File: src/rtl/kyber_parse_sampler.sv
// Kyber Parse: rejection-samples 12-bit candidates from 3-byte XOF chunks and
// packs accepted coefficients CPW per word into the polynomial RAM.
module kyber_parse_sampler #(
    parameter int Q      = 3329,
    parameter int COEF_W = 12,
    parameter int N      = 256,
    parameter int CPW    = 8,
    parameter int ADDR_W = 8
) (
    input  logic                    clk,
    input  logic                    rst,
    input  logic                    start,
    input  logic [ADDR_W-1:0]       base_addr,
    input  logic                    in_valid,
    input  logic [23:0]             in_data,
    output logic                    in_ready,
    output logic                    enw,
    output logic [ADDR_W-1:0]       waddr,
    output logic [CPW*COEF_W-1:0]   dout,
    output logic                    busy,
    output logic                    done,
    output logic [15:0]             rej_cnt
);

    localparam int CW = $clog2(N + 1);
    localparam int FW = $clog2(CPW + 1);
    localparam int DW = CPW * COEF_W;
    localparam logic [CW-1:0]     N_C   = CW'(N);
    localparam logic [CW-1:0]     NM1_C = CW'(N - 1);
    localparam logic [FW-1:0]     CPW_C = FW'(CPW);
    localparam logic [COEF_W-1:0] Q_C   = COEF_W'(Q);

    typedef enum logic [1:0] {S_IDLE, S_RUN, S_DONE} state_t;

    state_t              state_q, state_d;
    logic [ADDR_W-1:0]   base_q, base_d;
    logic [FW-1:0]       fill_q, fill_d;
    logic [CW-1:0]       coef_cnt_q, coef_cnt_d;
    logic [ADDR_W-1:0]   word_idx_q, word_idx_d;
    logic [15:0]         rej_q, rej_d;
    logic [DW-1:0]       buf_q, buf_d;
    logic                enw_q, enw_d;
    logic [ADDR_W-1:0]   waddr_q, waddr_d;
    logic [DW-1:0]       dout_q, dout_d;

    logic [COEF_W-1:0]   d1, d2;
    logic                acc1, acc2, keep2, hs, word_done;
    logic [1:0]          rej_inc;
    logic [16:0]         rej_sum;
    logic [DW-1:0]       word_v;

    // d1 = b0 + 256*(b1 & 0xF) and d2 = (b1 >> 4) + 16*b2 are plain bit fields.
    assign d1 = COEF_W'(in_data[11:0]);
    assign d2 = COEF_W'(in_data[23:12]);

    assign in_ready = (state_q == S_RUN) && (coef_cnt_q < N_C);
    assign busy     = (state_q == S_RUN);
    assign done     = (state_q == S_DONE);
    assign enw      = enw_q;
    assign waddr    = waddr_q;
    assign dout     = dout_q;
    assign rej_cnt  = rej_q;

    always_comb begin
        state_d    = state_q;
        base_d     = base_q;
        fill_d     = fill_q;
        coef_cnt_d = coef_cnt_q;
        word_idx_d = word_idx_q;
        rej_d      = rej_q;
        buf_d      = buf_q;
        enw_d      = 1'b0;
        waddr_d    = waddr_q;
        dout_d     = dout_q;
        word_done  = 1'b0;
        word_v     = '0;

        acc1    = (d1 < Q_C);
        acc2    = (d2 < Q_C);
        // The last slot only has room for d1; a dropped d2 is not a rejection.
        keep2   = acc2 && !(acc1 && (coef_cnt_q == NM1_C));
        hs      = in_valid && in_ready;
        rej_inc = {1'b0, ~acc1} + {1'b0, ~acc2};
        rej_sum = {1'b0, rej_q} + 17'(rej_inc);

        case (state_q)
            S_IDLE, S_DONE: begin
                if (start) begin
                    state_d    = S_RUN;
                    base_d     = base_addr;
                    fill_d     = '0;
                    coef_cnt_d = '0;
                    word_idx_d = '0;
                    rej_d      = '0;
                    buf_d      = '0;
                end
            end
            S_RUN: begin
                // The final word's write pulse is visible for one cycle before DONE.
                if (enw_q && (coef_cnt_q == N_C)) begin
                    state_d = S_DONE;
                end
                if (hs) begin
                    if (acc1) begin
                        buf_d[fill_d*COEF_W +: COEF_W] = d1;
                        fill_d = fill_d + FW'(1);
                        if (fill_d == CPW_C) begin
                            word_done = 1'b1;
                            word_v    = buf_d;
                            fill_d    = '0;
                        end
                    end
                    if (keep2) begin
                        buf_d[fill_d*COEF_W +: COEF_W] = d2;
                        fill_d = fill_d + FW'(1);
                        if (fill_d == CPW_C) begin
                            word_done = 1'b1;
                            word_v    = buf_d;
                            fill_d    = '0;
                        end
                    end
                    coef_cnt_d = coef_cnt_q + CW'(acc1) + CW'(keep2);
                    rej_d      = rej_sum[16] ? 16'hFFFF : rej_sum[15:0];
                end
                if (word_done) begin
                    enw_d      = 1'b1;
                    waddr_d    = base_q + word_idx_q;
                    dout_d     = word_v;
                    word_idx_d = word_idx_q + ADDR_W'(1);
                end
            end
            default: state_d = S_IDLE;
        endcase
    end

    always_ff @(posedge clk or posedge rst) begin
        if (rst) begin
            state_q    <= S_IDLE;
            base_q     <= '0;
            fill_q     <= '0;
            coef_cnt_q <= '0;
            word_idx_q <= '0;
            rej_q      <= '0;
            buf_q      <= '0;
            enw_q      <= 1'b0;
            waddr_q    <= '0;
            dout_q     <= '0;
        end else begin
            state_q    <= state_d;
            base_q     <= base_d;
            fill_q     <= fill_d;
            coef_cnt_q <= coef_cnt_d;
            word_idx_q <= word_idx_d;
            rej_q      <= rej_d;
            buf_q      <= buf_d;
            enw_q      <= enw_d;
            waddr_q    <= waddr_d;
            dout_q     <= dout_d;
        end
    end

endmodule

File: config.mk
export PLATFORM = sky130hd
export DESIGN_NAME = kyber_parse_sampler
export DESIGN_NICKNAME = d
export VERILOG_FILES = /design/src/rtl/kyber_parse_sampler.sv
export SDC_FILE = /design/constraint.sdc
export NUM_CORES = 1
export LEC_CHECK = 0
export CORE_MARGIN = 3
export CORE_UTILIZATION = 50
export DETAILED_ROUTE_END_ITERATION = 10
export PLACE_DENSITY_LB_ADDON = 0.05
export SETUP_SLACK_MARGIN = 0.3
export SLEW_MARGIN = 20
export SYNTH_ARGS = -nofsm -noshare
export SYNTH_HDL_FRONTEND = slang
export SYNTH_SLANG_ARGS = --single-unit
File: constraint.sdc
create_clock -name clk -period 10.4 [get_ports clk]
set_input_delay 2.08 -clock clk [delete_from_list [all_inputs] [get_ports clk]]
set_output_delay 2.08 -clock clk [all_outputs]
set_load 0.01 [all_outputs]
# Word level (Yosys, flattened, before mapping)

Cells that the tools add are included.
Widths: inputs -> output; s select.

Add/sub/neg operators: 10
$mul: 2
Magnitude comparators: 3
Equal/unequal tests: 10
Shift-type cells: 4
Muxes and demuxes: 44
Bitwise operators: 2
Reductions and logical operators: 14

Operator list:

| cell                     | count |
|---|---|
| $mux 96                  | 11 |
| $bwmux 96                | 2 |
| $pmux 96 s2              | 1 |
| $shift 12x34->96 const A | 2 |
| $shiftx 12x34->96        | 2 |
| $neg 8->34               | 2 |
| $mux 16                  | 3 |
| $mux 4                   | 8 |
| $pmux 16 s2              | 1 |
| $lt 12x12->1 const B     | 2 |
| $add 9x1->9              | 2 |
| $mux 9                   | 2 |
| $pmux 9 s2               | 1 |
| $add 16x2->17            | 1 |
| $mux 8                   | 2 |
| $pmux 8 s2               | 1 |
| $mul 4x2->6 const B      | 2 |
| $eq 9x8->1 const B       | 1 |
| $eq 9x9->1 const B       | 1 |
| $lt 9x9->1 const B       | 1 |
| $add 4x1->4 const B      | 2 |
| $add 8x1->8 const B      | 1 |
| $add 8x8->8              | 1 |
| $eq 4x4->1 const B       | 2 |
| 17 further kinds         | 35 |

Bits in registers: 248
Bits of input ports: 36
Output and inout bits: 124
Word-level logic and storage cells: 99

# Depth between registers and ports, before layout

Gate-level depths: netlist (run 1).

Depth in word-level cells: 14
Gate-level depth with buffers: 27

# Worst setup path after synthesis (run 1)

Ideal clock, no wire load.

Kind: in2reg
From: input in_data[2]
To: register buf_q[40]
Data arrival time: 7,538 ps
Required time: 10,279 ps
Setup slack: 2,741 ps
Stages: 25
Cells stage by stage: buf_2 > nor4_4 > a21oi_1 > nor2_2 > clkbuf_1 > clkbuf_1 > nor2_1 > a31oi_1 > inv_1 > ha_1 > clkbuf_1 > or4_1 > buf_2 > nor4_1 > ha_1 > clkbuf_1 > inv_1 > nand2_1 > o41ai_1 > and3_1 > clkbuf_1 > and2_1 > clkbuf_1 > mux2i_1 > a22o_1

Longest elaborated chain between the ends: 11
Elaborated cells on any way between the ends: 20

RTL lines:

| item                                                         | line | text |
|---|---|---|
| start, declared                                              | 15   | `input logic [23:0] in_data,` |
| $lt 12x12->1                                                 | 78   | `acc1 = (d1 < Q_C);` |
| $mux 4                                                       | 104  | `if (acc1) begin` |
| $mux 4                                                       | 103  | `if (hs) begin` |
| $mux 4                                                       | 86   | `case (state_q)` |
| $mul 4x2->6                                                  | 114  | `buf_d[fill_d*COEF_W +: COEF_W] = d2;` |
| $neg 8->34                                                   | 114  |  |
| $shiftx 12x34->96 / $shift 12x34->96 (equally long branches) | 114  |  |
| $bwmux 96                                                    | 114  |  |
| $mux 96 (*)                                                  | 113  | `if (keep2) begin` |
| $mux 96 (*)                                                  | 103  |  |
| $pmux 96 s2 (*)                                              | 86   |  |
| end signal, assigned                                         | 155  | `buf_q <= buf_d;` |
| end, declared                                                | 41   | `logic [DW-1:0] buf_q, buf_d;` |

Mark *: on every way between the ends. The rest lies on a longest branch, timed or not. The select of a mux whose other input is x is not followed.
A chain may end at the register's enable or synchronous reset.

# Worst setup path in the final report (run 1)

From: input in_data[3]
To: register buf_q[58]

The elaborated chain is that of the path after synthesis.

==> results.sh, run 1 <==
export IMPL_synthTopCellsByArea="dfrtp_1, mux2i_1, nand2_1"
export IMPL_antenna_left=0
export IMPL_synth_seq_cells=248
export IMPL_finalSetupViolCount=0
export IMPL_grtUsageMet2_pct=51.69
export IMPL_h_tree_depth=1
export IMPL_layout_nets=2273
export IMPL_period_share_pct=80.98
export IMPL_ys_types=97
export IMPL_async_reset_ff_share_pct=100.0
export IMPL_gp_congestion=1.049
export IMPL_worstPathRequired_ps=10820
export IMPL_die_w_um=197.9
export IMPL_outcome="completed"
export IMPL_leakage_nw=8.758
export IMPL_hpwl_um=47980
export IMPL_holdPathStages=2
export IMPL_final_common_cell="dfrtp_1"
export IMPL_crit_chain="clkdlybuf4s50_1 > nor4_4 > a21oi_1 > nor2_2 > buf_4 > a31oi_1 > inv_1 > ha_1 > inv_1 > fa_1 > xor2_1 > nand3_1 > a2111oi_0 > a41oi_1 > nand4_1 > buf_4 > nor2b_2 > nand2_1 > o21ai_1 > o221ai_1"
export IMPL_yosysTopAreaCell="dfrtp_1"
export IMPL_grt_pass1_vias=17427
export IMPL_synthFlopType="dfrtp_1"
export IMPL_insertion_delay_ps=580
export IMPL_grt_usage_pct=34.38
export IMPL_clockRootBuffer="clkbuf_16"
export IMPL_post_cts_setup_buffers=0
export IMPL_grt_util_met1_pct=48.87
export IMPL_numCtsBuffers=30
export IMPL_port_buffers=159
export IMPL_synth_top_area_share_pct=33.69
export IMPL_placementRows=69
export IMPL_clockBufferDepth=3
export IMPL_routedWlPerCell_um=25.51
export IMPL_arrival_ps=8840
export IMPL_grt_max_degree=133
export IMPL_stdcell_area_mm2=0.02120
export IMPL_start_util_pct=51.29
export IMPL_worstMarginPinSlew_ps=1197
export IMPL_busiest_layer="met2"
export IMPL_crit_path_top_delay_cell="xor2_1"
export IMPL_layout_common_cells="dfrtp_1, nand2_1, mux2i_1, nor2_1, clkdlybuf4s50_1"
export IMPL_start_kind="primary input"
export IMPL_cts_sinks=248
export IMPL_critPathMaxFanout=29
export IMPL_hold_path_class="register to register"
export IMPL_cpPeakStageDelay_ps=710
export IMPL_crit_type="primary input to register"
export IMPL_first_pass_iters=9
export IMPL_slew_headroom_pct=19.81
export IMPL_reg2regPathDepth=19
export IMPL_power_density_mw_per_mm2=381.4
export IMPL_drt_iter0_drc=2146
export IMPL_drive_gt1_share_pct=9.327
export IMPL_synth_edf_count=0
export IMPL_syn_nets=2223
export IMPL_total_power_mw=8.088
export IMPL_clock_skew_final_ps=9.677
export IMPL_wl_um=68700
export IMPL_cts_resized=0
export IMPL_die_h_um=197.9
export IMPL_place_area_mm2=0.02021
export IMPL_crit_path_end_kind="register"
export IMPL_vias=18321
export IMPL_yosysSeqAreaShare_pct=33.69
export IMPL_tns_ps=0
export IMPL_period_minus_slack_ps=8422
export IMPL_core_area_mm2=0.03591
export IMPL_cts_hold_fix_buffers=0
export IMPL_fin_util_pct=59.04
export IMPL_viasPerCell=6.803
export IMPL_hold_viol_final=0
export IMPL_die_area_mm2=0.03918
export IMPL_gr_total_overflow=0
export IMPL_synthToLayoutAreaGrowth_pct=15.10
export IMPL_synth_cells=2158
export IMPL_grt_pass1_wl_um=105700
export IMPL_synth_yosys_warnings=0
export IMPL_peakVddDrop_mv=0.2248
export IMPL_tritoncts="done"
export IMPL_drv_cap=0
export IMPL_remaining_drc_errors=0
export IMPL_antenna_found_initial=1
export IMPL_finalMaxSlewViolations=0
export IMPL_cts_clk_slew_worst_paths_ps=60
export IMPL_grt_use_met3_pct=5.819
export IMPL_postSynthAreaPerCell_um2=8.536
export IMPL_rsz0062_at_grt="false"
export IMPL_pin_count=160
export IMPL_max_freq_mhz=118.7
export IMPL_netlist_area_mm2=0.01842
[stage by stage]
| stage | setup WS [ps] | instances | hold slack [ps] |
|---|---|---|---|
| floorplan | 1505 | 2158 | 452.3 |
| global placement | 1636 | 2636 | 468.7 |
| detailed placement | 1244 | 2636 | 477.0 |
| CTS | 1846 | 2690 | 492.5 |
| global route | 1476 | 2692 | 508.6 |
| finish | 1978 | 2693 | 487.4 |
[worst paths after layout]
| path | slack, ps | end | start |
|---|---|---|---|
| worst min register to register | 490 | base_q[6]$_DFFE_PP0P_ | base_q[6]$_DFFE_PP0P_ |
| worst min-delay path | 490 | base_q[6]$_DFFE_PP0P_ | base_q[6]$_DFFE_PP0P_ |
| max in group asynchronous | 7110 | dout[81]$_DFFE_PP0P_ | rst |
| worst max-delay path | 1980 | buf_q[58]$_DFFE_PP0P_ | in_data[3] |
| min in group asynchronous | 2030 | buf_q[72]$_DFFE_PP0P_ | rst |
| worst max register to register | 3490 | buf_q[58]$_DFFE_PP0P_ | fill_q[0]$_DFFE_PP0P_ |
[cells in the mapped netlist, types with 6 or more instances]
cell type,instances
dfrtp_1,248
nand2_1,225
mux2i_1,183
nor2_1,180
clkbuf_1,131
o21ai_0,114
nand3_1,102
a21oi_1,78
o21ai_1,76
a31oi_1,70
nor3_1,47
a22oi_1,46
mux2_2,45
o211ai_1,35
inv_1,34
a22o_1,30
buf_2,30
a211oi_1,29
o221ai_1,29
ha_1,24
or3_1,24
a221o_1,23
and3_1,21
nand4_1,19
o31ai_1,19
a211o_1,14
o22ai_1,14
xnor2_1,14
and2_1,13
nor2b_1,13
buf_1,12
xor2_1,12
a21o_1,10
nand2b_1,10
nor2_2,10
o2bb2ai_1,10
a32oi_1,9
mux2_1,9
nor4_1,8
and4_1,7
a31o_1,6
a31o_2,6
[logic make-up (layout without fill, tap and decap cells)]
family / after synthesis / count (layout) / synth area share, %
AO/OA/AOI/OAI: 686 / 686 / 25.96
buffers and inverters: 211 / 283 / 4.530
AND/OR/NAND/NOR: 717 / 717 / 18.83
flip-flops: 248 / 248 / 33.69
XOR/XNOR: 27 / 27 / 1.324
adder cells (fa/ha/maj): 29 / 29 / 2.174
other: 0 / 2 / 0
multiplexers: 240 / 240 / 13.49
[power breakdown]
part           total, mW  internal [mW]  switching (mW)  leakage [nW]
Combinational       5.55           1.87            3.68          4.95
Clock               1.02          0.593           0.430         0.471
Sequential          1.51           1.26           0.252          3.33
Total               8.09           3.73            4.36          8.76
[sequential cells by signal, summed over array words and instances (netlist names)]
signal,flops
enw,1
base_q,8
buf_q,96
waddr,8
fill_q,4
state_q,2
word_idx_q,8
coef_cnt_q,9
dout,96
rej_cnt,16
[layout make-up]
type	instances	area, um^2
Tap cell	461	576.8
Clock buffer	47	904.6
Fill cell	3252	14710
Inverter	36	142.6
Sequential cell	248	6207
Clock inverter	7	52.55
Antenna cell	2	5.005
Timing Repair Buffer	193	1879
Multi-Input combinational cell	1699	11430
[worst max-delay path, delay by kind of cell]
family | cells | cell delay [ps]
AOI/OAI and AO/OA | 6 | 1630
xor gates and xnor gates | 1 | 710
adders and majority gates | 2 | 680
buffers and inverters | 5 | 1570
and+or+nand+nor | 6 | 2130
[routing by layer]
metal	vias to the layer above	share of wire (%)
met4	0	5.0
li1	8195	-
met5	-	0
met3	186	8.9
met1	8994	43
met2	946	44
Note: power is estimated with default switching activity, not from simulation.
==> inputs of run 2 (changes only) <==
clock period = 8.6 ns   (was 10.4 ns; I/O delays follow)
==> run 2 against run 1 <==
Effect of this change: non-clock buffer count increased by 17; critical path depth down 2; via count increased by 0.55%; global-route usage hardly changed; critical endpoint is now dout[33]$_DFFE_PP0P_; largest cell class unchanged; highest routed layer unchanged.
==> results.sh, run 2 (synthesized netlist as in run 1, its figures left out) <==
export IMPL_outcome="completed"
export IMPL_fin_util_pct=59.22
export IMPL_h_tree_depth=1
export IMPL_layout_common_cells="dfrtp_1, nand2_1, mux2i_1, nor2_1, clkdlybuf4s50_1"
export IMPL_wl_um=69150
export IMPL_grt_usage_pct=34.43
export IMPL_die_area_mm2=0.03918
export IMPL_p_comb_share_pct=69.5
export IMPL_crit_path_top_delay_cell="and3_1"
export IMPL_tns_ps=0
export IMPL_p_sw_share_pct=53.96
export IMPL_vias=18421
export IMPL_final_common_cell="dfrtp_1"
export IMPL_routedWlPerCell_um=25.55
export IMPL_arrival_ps=7940
export IMPL_wl_met1_um=29900
export IMPL_p_int_mw=4.558
export IMPL_rsz0062_at_grt="false"
export IMPL_crit_family="simple AND/OR/NAND/NOR gates"
export IMPL_top_layer_used="met4"
export IMPL_cpPeakStageDelay_ps=810
export IMPL_leakage_nw=8.807
export IMPL_viasPerCell=6.805
export IMPL_drv_cap=0
export IMPL_hold_viol_final=0
export IMPL_worstMarginPinSlew_ps=1190
export IMPL_clockBufferDepth=3
export IMPL_period_minus_slack_ps=7453
export IMPL_period_share_pct=86.66
export IMPL_max_freq_mhz=134.2
export IMPL_dpl_worst_slack_ps=742.8
export IMPL_hpwl_um=49530
export IMPL_grt_pass1_wl_um=105800
export IMPL_gr_total_overflow=0
export IMPL_clockRootBuffer="clkbuf_16"
export IMPL_finalSetupViolCount=0
export IMPL_p_sw_mw=5.342
export IMPL_crit_path_end_kind="register"
export IMPL_cts_resized=0
export IMPL_first_pass_iters=6
export IMPL_start_util_pct=51.29
export IMPL_antenna_found_initial=0
export IMPL_cts_hold_fix_buffers=0
export IMPL_multi_input_area_mm2=0.01143
export IMPL_seq_area_mm2=0.006207
export IMPL_grt_max_degree=129
export IMPL_met2_length_um=30120
export IMPL_hold_start="waddr[0]$_DFFE_PP0P_"
export IMPL_peakVddDrop_mv=0.2119
export IMPL_fillers=3241
export IMPL_crit_top_cell="inv_1"
export IMPL_crit_buf_inv=4
export IMPL_placementRows=69
export IMPL_pin_count=160
export IMPL_gp_congestion=1.024
export IMPL_die_w_um=197.9
export IMPL_cts_sinks=248
export IMPL_insertion_delay_ps=590
export IMPL_synthToLayoutAreaGrowth_pct=15.46
export IMPL_post_cts_setup_buffers=0
export IMPL_power_density_mw_per_mm2=465.5
export IMPL_drt_iter0_drc=2057
export IMPL_worstPathRequired_ps=9090
export IMPL_power_frac_seq_pct=18.3
export IMPL_fin_ws_ps=1147
export IMPL_grt_pass1_vias=17523
export IMPL_core_area_mm2=0.03591
export IMPL_crit_chain="clkdlybuf4s50_1 > nor4_4 > a21oi_1 > nor2_2 > a31oi_1 > inv_1 > ha_1 > inv_1 > fa_1 > buf_4 > nand3_1 > a2111oi_0 > a41oi_1 > nand4_1 > and3_1 > nand2_1 > mux2_2 > o21ai_0"
export IMPL_cts_clk_slew_worst_paths_ps=60
export IMPL_start_kind="primary input"
export IMPL_antenna_left=0
export IMPL_port_buffers=159
export IMPL_cp_startpoint="in_data[7]"
export IMPL_crit_type="primary input to register"
export IMPL_p_clk_share_pct=12.2
export IMPL_reg2reg_from="fill_q[0]$_DFFE_PP0P_"
export IMPL_wl_met3_um=6148
export IMPL_remaining_drc_errors=0
export IMPL_layout_nets=2289
export IMPL_critPathMaxFanout=18
export IMPL_numCtsBuffers=29
export IMPL_hold_path_class="register to register"
export IMPL_tritoncts="done"
export IMPL_clock_skew_final_ps=19.37
export IMPL_finalMaxSlewViolations=0
export IMPL_die_h_um=197.9
export IMPL_slew_headroom_pct=20.55
export IMPL_drive_gt1_share_pct=9.755
==> run 2: worst paths after layout <==
check / to / slack [ps] / cells after the start
max in group asynchronous: dout[49]$_DFFE_PP0P_ / 5430 / 4
max: dout[33]$_DFFE_PP0P_ / 1150 / 18
min: waddr[0]$_DFFE_PP0P_ / 480 / 2
min in group asynchronous: dout[71]$_DFFE_PP0P_ / 1440 / 2
min reg2reg: waddr[0]$_DFFE_PP0P_ / 480 / 2
max reg2reg: dout[33]$_DFFE_PP0P_ / 1960 / 18
==> run 2: area by class of cell <==
cell class | instances | area share [%]
timing repair buffer | 210 | 9.401
antenna | 1 | 0.01177
clock inverter | 8 | 0.4236
sequential | 248 | 29.18
tap | 461 | 2.712
multi-input combinational | 1699 | 53.75
inverter | 36 | 0.6530
clock buffer | 44 | 3.865
==> run 2: worst min-delay path, stage by stage (launching register included) <==
cell and delay (ps):
dfrtp_1 340, nand2_1 50, nand2_1 50
==> run 2: stage by stage <==
step	hold WS [ps]	instance area (um^2)	std cells	power, mW
2_1_floorplan	452.3	18430	2158	6.281
5_1_grt	510.9	21270	2706	10.44
4_1_cts	480.3	21270	2706	9.736
6_report	476.0	21270	2707	9.900
3_5_place_dp	461.5	20350	2654	8.498
3_3_place_gp	454.8	20350	2654	8.422
==> run 2: power by group through the flow <==
stage	combinational (mW)	clock, mW	sequential [mW]
after floorplan	4.45	0	1.83
after global placement	6.61	0	1.81
after detailed placement	6.68	0	1.82
after CTS	6.71	1.22	1.81
after global routing	7.32	1.27	1.86
final	6.88	1.21	1.81
==> run 2: metal layers <==
| layer | track usage [%] | up-vias |
|---|---|---|
| li1 | - | 8229 |
| met1 | 48.90 | 9043 |
| met2 | 52.17 | 975 |
| met3 | 6.466 | 174 |
| met4 | 13.50 | 0 |
| met5 | 0 | - |
==> inputs of run 3 (changes only) <==
GPL_TIMING_DRIVEN = 0   (was not set)
==> run 3 against run 2 <==
Effect of this change: setup slack worse by 590 ps; clock power is 5% higher; largest power group unchanged; flip-flop and latch count did not move; cell count increased by 4.5%; critical path depth increased by 3; cell area rose by 1.9%; power up 3.0%; fmax fell by 7.3%; clock skew shrank 3.9 ps; clock-buffer cell count rose by 3; combinational power increased by 3.2%.
==> results.sh, run 3 (synthesized netlist as in run 1, its figures left out) <==
export IMPL_reg2reg_from="fill_q[0]$_DFFE_PP0P_"
export IMPL_port_buffers=144
export IMPL_placementRows=69
export IMPL_cts_sinks=248
export IMPL_start_kind="primary input"
export IMPL_vias=19803
export IMPL_fin_util_pct=60.35
export IMPL_arrival_ps=8540
export IMPL_cpPeakStageDelay_ps=710
export IMPL_first_pass_iters=6
export IMPL_max_freq_mhz=124.3
export IMPL_viasPerCell=7.000
export IMPL_instances_no_fill=2829
export IMPL_synthToLayoutAreaGrowth_pct=17.65
export IMPL_tritoncts="done"
export IMPL_clockBufferDepth=3
export IMPL_ff2ff_setup_slack_ps=1210
export IMPL_period_minus_slack_ps=8044
export IMPL_antenna_left=0
export IMPL_worstSetupPathDepth=21
export IMPL_crit_buf_inv=7
export IMPL_remaining_drc_errors=0
export IMPL_layout_nets=2413
export IMPL_die_w_um=197.9
export IMPL_leakage_nw=8.942
export IMPL_r2r_end="buf_q[43]$_DFFE_PP0P_"
export IMPL_crit_family="simple AND/OR/NAND/NOR gates"
export IMPL_rsz0062_at_grt="true"
export IMPL_crit_type="primary input to register"
export IMPL_gr_total_overflow=0
export IMPL_p_comb_share_pct=69.7
export IMPL_clock_skew_final_ps=15.43
export IMPL_crit_chain="clkdlybuf4s50_1 > nor4_4 > a21oi_1 > nor2_4 > clkbuf_4 > clkbuf_4 > nor2_1 > a31oi_2 > inv_1 > ha_1 > clkbuf_2 > or4_1 > buf_2 > nor4_1 > ha_1 > buf_2 > nand2_1 > nor2_1 > nand2_1 > mux2_2 > o221ai_1"
export IMPL_insertion_delay_ps=600
export IMPL_critPathMaxFanout=10
export IMPL_p_sw_share_pct=54.86
export IMPL_p_clk_share_pct=12.5
export IMPL_outcome="completed"
export IMPL_grt_pass1_vias=18729
export IMPL_period_share_pct=93.53
export IMPL_grt_max_degree=34
export IMPL_worstPathRequired_ps=9090
export IMPL_drv_cap=0
export IMPL_drive_gt1_share_pct=9.291
export IMPL_cp_endpoint="buf_q[83]$_DFFE_PP0P_"
export IMPL_crit_path_top_delay_cell="nor2_1"
export IMPL_numCtsBuffers=29
export IMPL_p_sw_mw=5.592
export IMPL_antennaDiodeCount=0
export IMPL_antenna_found_initial=1
export IMPL_reg2regPathDepth=26
export IMPL_drt_iter0_drc=2854
export IMPL_power_frac_seq_pct=17.8
export IMPL_hold_viol_final=0
export IMPL_h_tree_depth=1
export IMPL_finalMaxSlewViolations=0
export IMPL_pin_count=160
export IMPL_peakVddDrop_mv=0.2082
export IMPL_layout_common_cells="dfrtp_1, nand2_1, mux2i_1, nor2_1, clkdlybuf4s50_1"
export IMPL_hold_path_class="register to register"
export IMPL_final_common_cell="dfrtp_1"
export IMPL_core_area_mm2=0.03591
export IMPL_cts_clk_slew_worst_paths_ps=60
export IMPL_routedWlPerCell_um=28.37
export IMPL_start_util_pct=51.29
export IMPL_worstMarginPinSlew_ps=1213
export IMPL_grt_pass1_wl_um=118800
export IMPL_wl_um=80270
export IMPL_slew_headroom_pct=19.16
export IMPL_clockRootBuffer="clkbuf_16"
export IMPL_grt_usage_pct=40.08
export IMPL_die_h_um=197.9
export IMPL_power_density_mw_per_mm2=470.3
export IMPL_gp_congestion=1.051
export IMPL_hpwl_um=59840
export IMPL_p_int_mw=4.602
export IMPL_die_area_mm2=0.03918
export IMPL_dp_cells=2772
export IMPL_finalSetupViolCount=0
export IMPL_cp_startpoint="in_data[0]"
export IMPL_crit_path_end_kind="register"
-- run 3: through the flow --
step                total power [mW]  hold slack (ps)  area, um^2  setup slack [ps]  setup TNS (ps)
global route                   10.66            508.8       21670             295.1               0
CTS                            9.880            487.2       21600             317.3               0
detailed placement             8.586            468.1       20620             -1720         -220500
floorplan                      6.281            452.3       18430              1301               0
global placement               8.476            470.4       20440             -1664         -211120
finish                         10.19            485.4       21670             556.4               0
-- run 3: how the worst min path moves through the flow --
stage                               start               endpoint  slack [ps]  depth (start not counted)
global route        base_q[0]$_DFFE_PP0P_  base_q[0]$_DFFE_PP0P_         510                          2
detailed placement   waddr[0]$_DFFE_PP0P_   waddr[0]$_DFFE_PP0P_         470                          2
floorplan           base_q[0]$_DFFE_PP0P_  base_q[0]$_DFFE_PP0P_         450                          2
global placement    base_q[3]$_DFFE_PP0P_  base_q[3]$_DFFE_PP0P_         470                          2
finish              base_q[0]$_DFFE_PP0P_  base_q[0]$_DFFE_PP0P_         490                          2
CTS                 base_q[0]$_DFFE_PP0P_  base_q[0]$_DFFE_PP0P_         490                          2
-- run 3: tightest hold or removal path, stage by stage (launching register included) --
cell and delay [ps]:
dfrtp_1 350, nand2_1 50, nand2_1 60
-- run 3: metal layers --
metal	global-route usage (%)	share of wire, %	up-vias
met3	9.427	12	308
met4	23.25	7.2	2
met1	54.55	39	9621
li1	-	-	8493
met5	0	0.015	-
met2	58.45	42	1379
-- run 3: timing repair --
item,4_1_cts,5_1_grt
resized for setup,8,13
setup endpoints to repair,192,121
hold buffers,0,0
pin swaps,1,0
buffers inserted,1,4
endpoints found under the hold margin,0,0
-- run 3: final cells by class --
type | count | area (um^2)
multi-input cells | 1699 | 11430
flip-flops and latches | 248 | 6206
well taps | 461 | 576.8
clock inverters | 4 | 87.58
inverters | 36 | 142.6
clock buffers | 47 | 863.3
plain buffers | 175 | 715.7
fillers | 3255 | 14240
repair buffers | 159 | 1652
-- run 3: power groups by stage --
stage          registers [mW]  logic [mW]  clock network (mW)
2_1_floorplan            1.83        4.45                   0
3_3_place_gp             1.81        6.67                   0
3_5_place_dp             1.82        6.77                   0
4_1_cts                  1.81        6.80                1.27
5_1_grt                  1.86        7.49                1.32
6_report                 1.82        7.10                1.27
